<file path="src/rtl/clk_div_pkg.sv">
// Shared constants and helpers for the programmable clock divider.
// The divider keeps its run state as a small enum so it can be named in debug views.
package clk_div_pkg;

    localparam int MIN_DIV = 2;
    localparam int DEF_DW  = 8;

    typedef enum logic {
        ST_IDLE = 1'b0,
        ST_RUN  = 1'b1
    } run_state_e;

    // Number of whole clk cycles in which the posedge flop is high.
    function automatic int unsigned half_div(input int unsigned n);
        return n / 2;
    endfunction

endpackage

</file>
<file path="src/rtl/clk_div_halfext.sv">
// Negedge half-cycle extender: the only negedge logic in the divider.
// For odd divisors the output stays high an extra half clk period.
module clk_div_halfext
    import clk_div_pkg::*;
(
    input  logic clk,
    input  logic rst_n,
    input  logic clk_p,
    input  logic odd_div,
    output logic clk_out
);

    logic clk_n_q;

    always_ff @(negedge clk or negedge rst_n) begin
        if (!rst_n) begin
            clk_n_q <= 1'b0;
        end else begin
            clk_n_q <= clk_p;
        end
    end

    // Pure OR of two flops; clk itself never reaches clk_out.
    assign clk_out = odd_div ? (clk_p | clk_n_q) : clk_p;

endmodule

</file>
<file path="src/rtl/clk_div_prog.sv">
// Runtime-programmable integer clock divider with 50% duty for odd and even divisors.
// New divisors are staged and take effect only where an output period begins.
module clk_div_prog
    import clk_div_pkg::*;
#(
    parameter int DW      = DEF_DW,
    parameter int DEF_DIV = 3
) (
    input  logic          clk,
    input  logic          rst_n,
    input  logic          en,
    input  logic          cfg_valid,
    input  logic [DW-1:0] cfg_div,
    output logic          cfg_ready,
    output logic          cfg_err,
    output logic          clk_out,
    output logic          tick,
    output logic [DW-1:0] cur_div
);

    localparam logic [DW-1:0] ONE     = DW'(1);
    localparam logic [DW-1:0] MIN_VAL = DW'(MIN_DIV);

    run_state_e    state_q, state_d;
    logic [DW-1:0] cnt_q, cnt_d;
    logic          clk_p_q, clk_p_d;
    logic          tick_q, tick_d;
    logic          cfg_err_q, cfg_err_d;
    logic          pending_q, pending_d;
    logic [DW-1:0] pend_div_q, pend_div_d;
    logic [DW-1:0] cur_div_q, cur_div_d;

    logic [DW-1:0] half;
    logic [DW-1:0] cnt_inc;
    logic          boundary;

    assign half     = DW'(half_div(32'(cur_div_q)));
    assign cnt_inc  = cnt_q + ONE;
    assign boundary = (cnt_q == (cur_div_q - ONE));

    // Config handshake: a divisor transfers on any posedge where cfg_valid and
    // cfg_ready are both high; the master holds cfg_div stable until then.
    assign cfg_ready = !pending_q;

    always_comb begin
        state_d    = state_q;
        cnt_d      = cnt_q;
        clk_p_d    = clk_p_q;
        tick_d     = 1'b0;
        cfg_err_d  = 1'b0;
        pending_d  = pending_q;
        pend_div_d = pend_div_q;
        cur_div_d  = cur_div_q;

        if (state_q == ST_IDLE) begin
            // A stopped divider picks up a staged divisor straight away.
            if (pending_q) begin
                cur_div_d = pend_div_q;
                pending_d = 1'b0;
            end
            if (en) begin
                state_d = ST_RUN;
                cnt_d   = '0;
                clk_p_d = 1'b1;
                tick_d  = 1'b1;
            end else begin
                clk_p_d = 1'b0;
            end
        end else if (!boundary) begin
            cnt_d   = cnt_inc;
            clk_p_d = (cnt_inc < half);
        end else begin
            cnt_d = '0;
            if (pending_q) begin
                cur_div_d = pend_div_q;
                pending_d = 1'b0;
            end
            if (en) begin
                clk_p_d = 1'b1;
                tick_d  = 1'b1;
            end else begin
                state_d = ST_IDLE;
                clk_p_d = 1'b0;
            end
        end

        // Acceptance only happens with nothing staged, so it never collides with the apply above.
        if (cfg_valid && !pending_q) begin
            if (cfg_div < MIN_VAL) begin
                cfg_err_d = 1'b1;
            end else begin
                pend_div_d = cfg_div;
                pending_d  = 1'b1;
            end
        end
    end

    always_ff @(posedge clk or negedge rst_n) begin
        if (!rst_n) begin
            state_q    <= ST_IDLE;
            cnt_q      <= '0;
            clk_p_q    <= 1'b0;
            tick_q     <= 1'b0;
            cfg_err_q  <= 1'b0;
            pending_q  <= 1'b0;
            pend_div_q <= '0;
            cur_div_q  <= DW'(DEF_DIV);
        end else begin
            state_q    <= state_d;
            cnt_q      <= cnt_d;
            clk_p_q    <= clk_p_d;
            tick_q     <= tick_d;
            cfg_err_q  <= cfg_err_d;
            pending_q  <= pending_d;
            pend_div_q <= pend_div_d;
            cur_div_q  <= cur_div_d;
        end
    end

    clk_div_halfext u_halfext (
        .clk     (clk),
        .rst_n   (rst_n),
        .clk_p   (clk_p_q),
        .odd_div (cur_div_q[0]),
        .clk_out (clk_out)
    );

    assign tick    = tick_q;
    assign cfg_err = cfg_err_q;
    assign cur_div = cur_div_q;

endmodule

</file>
<file path="config.mk">
export PLATFORM = sky130hd
export DESIGN_NAME = clk_div_prog
export DESIGN_NICKNAME = d
export VERILOG_FILES = /design/src/rtl/clk_div_pkg.sv /design/src/rtl/clk_div_halfext.sv /design/src/rtl/clk_div_prog.sv
export SDC_FILE = /design/constraint.sdc
export NUM_CORES = 1
export LEC_CHECK = 0
export ABC_AREA = 0
export CORE_MARGIN = 2
export CORE_UTILIZATION = 54
export CTS_BUF_LIST = sky130_fd_sc_hd__clkbuf_16
export CTS_CLUSTER_DIAMETER = 80
export DETAILED_ROUTE_END_ITERATION = 12
export PLACE_DENSITY = 0.79
export SLEW_MARGIN = 0
export SYNTH_ARGS = -nofsm -noshare
export SYNTH_HDL_FRONTEND = slang
export SYNTH_SLANG_ARGS = --single-unit
</file>
<file path="constraint.sdc">
create_clock -name clk -period 3.45 [get_ports clk]
set_input_delay 0.345 -clock clk [delete_from_list [all_inputs] [get_ports clk]]
set_output_delay 0.345 -clock clk [all_outputs]
set_load 0.01 [all_outputs]
</file>
Yosys cells after proc, flatten, opt, wreduce, memory -nomap -nowiden

Index checks and enable logic that the tools add are counted.
W data, S select, Z words.

Multipliers: 0
Div/mod/pow operators: 0
Shift operators: 0
Eq/ne operators: 2
Multiplexer cells: 20
Bitwise operators: 2
$add $sub $neg: 2
Reduce and logical (&&, ||, !) cells: 4
$lt $le $gt $ge: 2

Operators with widths:

| kind                  | number |
|---|---|
| $mux W8               | 6 |
| $mux W1               | 14 |
| $add A8 B1 Y8 const B | 1 |
| $eq A8 B8 Y1          | 1 |
| $lt A8 B2 Y1 const B  | 1 |
| $lt A8 B7 Y1          | 1 |
| $sub A8 B1 Y8 const B | 1 |
| $ne A2 B1 Y1 const B  | 1 |
| $reduce_and A2 Y1     | 1 |
| $reduce_bool A2 Y1    | 1 |
| $logic_and A1 B1 Y1   | 1 |
| $logic_not A1 Y1      | 1 |
| $not A1 Y1            | 1 |
| $or A1 B1 Y1          | 1 |

RAM bits: 0
Latch bits: 0
Memories: 0
Register bits: 30
Logic and storage cells: 41
Bits in read-only memories: 0

Logic depth before layout (Yosys ltp)

Depth in word-level cells: 6
Gate-level depth with buffers: 10

Modules after synthesis

A second synthesis with hierarchy kept.

Cell total of the unflattened synthesis: 155
Area total of the unflattened synthesis: 1,687.9 µm²

By module, submodules not included:

| module          | cells an instance | area each (µm²) | instances |
|---|---|---|---|
| clk_div_prog    | 153               | 1,655.3         | 1 |
| clk_div_halfext | 2                 | 32.5            | 1 |

==> run summary <==
Status - completed
Mapped Nets - 177
R2R Path Start - cur_div[0]$_DFFE_PN1P_
Initial core utilization - 55.5%
Fin nets - 201
Max-cap viol count - 0
Startpoint types - flop
Die W - 59.5 um
Hold Crit Class - reg -> reg
Post_cts resized - 0
Largest net degree at the start of global routing - 30
Final Max Slew Viols - 0
Synth Flop Type - dfrtp_1
Worst-margin pin slew - 435 ps
First DRT Iteration DRCs - 57
DP HPWL - 2520 um
Clock sink total - 30
Met3 Resource Use GR - 6.33%
Synth warn - 0
Clock tree from TritonCTS - built
RSZ-0062 raised after global routing - false
DRC viols - 0
Async SR Flop Fraction - 100%
Met1 Use GR - 29.0%
Library cells used by synthesis - 39
Final Hold Violating Endpoints - 0
Largest fanout on the critical path - 1
Routability cong. - 0.915
Vias/cell - 5.81
Synth cell count leaders - dfrtp_1, nand3_1, mux2_2
GRT Total Usage - 22.7%
Syn avg cell area - 10.6 sq um
Pwr dens - 972 nW/um^2
Worst hold slack - 432 ps
Setup violators final - 0
Port bufs - 23
Biggest area consumer among synthesized cells - dfrtp_1
Vias in the first global route - 1,250
Max Buffers Root-to-Sink - 2
Routed wire length - 3500 um
Synthesized instance count - 157
Reg clk slew, reported paths - 50 ps
Worst-Skew Late Latency - 290 ps
Peak supply drop - 0.000413 V
Finished Cell Area - 2050 sq um
Leak - 0.000884 uW
DP Area - 1910 sq um
Rel. slew slack - 71.0%
Post-synth top area share - 40.6%
GRT busiest layer - met2
Setup CP Type - reg -> out
Hold path start - pending_q$_DFF_PN0_
FP Rows - 20
Grt ovf - 0
H-tree levels - 2
Cell area after synthesis - 1670 sq um
Setup crit end kind - primary output
Post-CTS Hold Buffers - 0
Core box area - 3000 sq um
Critical Path AT - 3030 ps
# IOs - 24
Seq/Total Area, Yosys - 45.2%
Setup_tns - 0 ps
Layout area overhead - 23.0%
Post-synth EDFFs - 0
Pre-antenna DRT Iters - 4
Die area - 3540 sq um
Setup crit start - u_halfext.clk_n_q$_DFF_NN0_
Antenna cells - 0
Synth top area cells - dfrtp_1, mux2_2, ha_1, xnor2_1, nand3_1
WP data required - 3110 ps
Final clock skew - 25.3 ps
Met2 Track Usage GR - 35.8%
#FFs+latches synth - 30
First-pass GRT wire length - 5780 um
DIE HEIGHT - 59.5 um
Vias after detailed routing - 1,249
Post-CTS setup buffer count - 0
CTS Buf Count - 5
Fin util - 68.2%
CTS root buffer - clkbuf_16
Post-route ant nets - 0
Most numerous cell in the Yosys netlist - dfrtp_1
Share of cells above drive strength 1 - 12.1%
Initial antenna violation count - 0
WL/cell - 16.3 um
==> metrics by stage <==
step / cells / setup WS, ps / total power (uW)
2_1_floorplan: 157 / 744 / 1300
3_3_place_gp: 207 / 386 / 1530
3_5_place_dp: 207 / 374 / 1590
4_1_cts: 215 / 57.5 / 2000
5_1_grt: 215 / 23.0 / 2130
6_report: 215 / 71.9 / 1990
==> cell usage in the layout (no fill, tap or decap), types with 3 or more instances in the layout <==
cell type        count
a21o_1               3
and3_1               4
clkbuf_16            5
clkdlybuf4s50_1     23
dfrtp_1             27
ha_1                 8
inv_1               13
mux2_1               3
mux2_2              12
nand2_1              6
nand2b_1             7
nand3_1             13
nor2_1               3
o21ai_0             10
xnor2_1              9
xor2_1               7
==> layout make-up <==
type | instances | area [sq um]
clock buffers | 5 | 125
clock inverters | 3 | 11.3
fillers | 236 | 955
inverters | 10 | 37.5
multi-input cells | 110 | 842
flip-flops and latches | 30 | 753
well taps | 33 | 41.3
repair buffers | 24 | 238
==> critical path, cell delays in order (launching register included) <==
cell and delay, ps:
dfrtn_1 380, a21o_1 110, clkdlybuf4s50_1 530
==> path summary, 6_finish.rpt <==
path	to	slack, ps	cells after the start
hold / removal	cfg_err$_DFF_PN0_	430	1
setup / recovery	clk_out	70	2
hold reg to reg	cfg_err$_DFF_PN0_	430	1
max in group asynchronous	u_halfext.clk_n_q$_DFF_NN0_	1450	1
min in group asynchronous	pending_q$_DFF_PN0_	540	2
setup reg to reg	cur_div[6]$_DFFE_PN0P_	490	8
==> power breakdown <==
group | internal, uW | total (uW) | switching, uW
Combinational | 482 | 890 | 408
Clock | 257 | 392 | 134
Sequential | 514 | 709 | 195
Total | 1250 | 1990 | 737
==> cells by family after synthesis <==
family	share of synthesized area, %
multiplexers	10.7
AO/OA/AOI/OAI	9.77
adder cells (fa/ha/maj)	6.01
XOR/XNOR	8.42
buffers and inverters	4.21
AND/OR/NAND/NOR	15.6
flip-flops	45.2
==> layer usage <==
metal | up-vias | wire (um)
met4 | 0 | 55
met3 | 6 | 161
met1 | 612 | 1560
met5 | - | 0
li1 | 599 | -
met2 | 32 | 1720
==> registers in the layout (all words and copies together), names as in the netlist <==
signal	flops
cfg_err	1
clk_p_q	1
cnt_q	8
cur_div	8
pend_div_q	8
pending_q	1
state_q	1
tick	1
u_halfext.clk_n_q	1
Power figures use the tool's default switching activity.
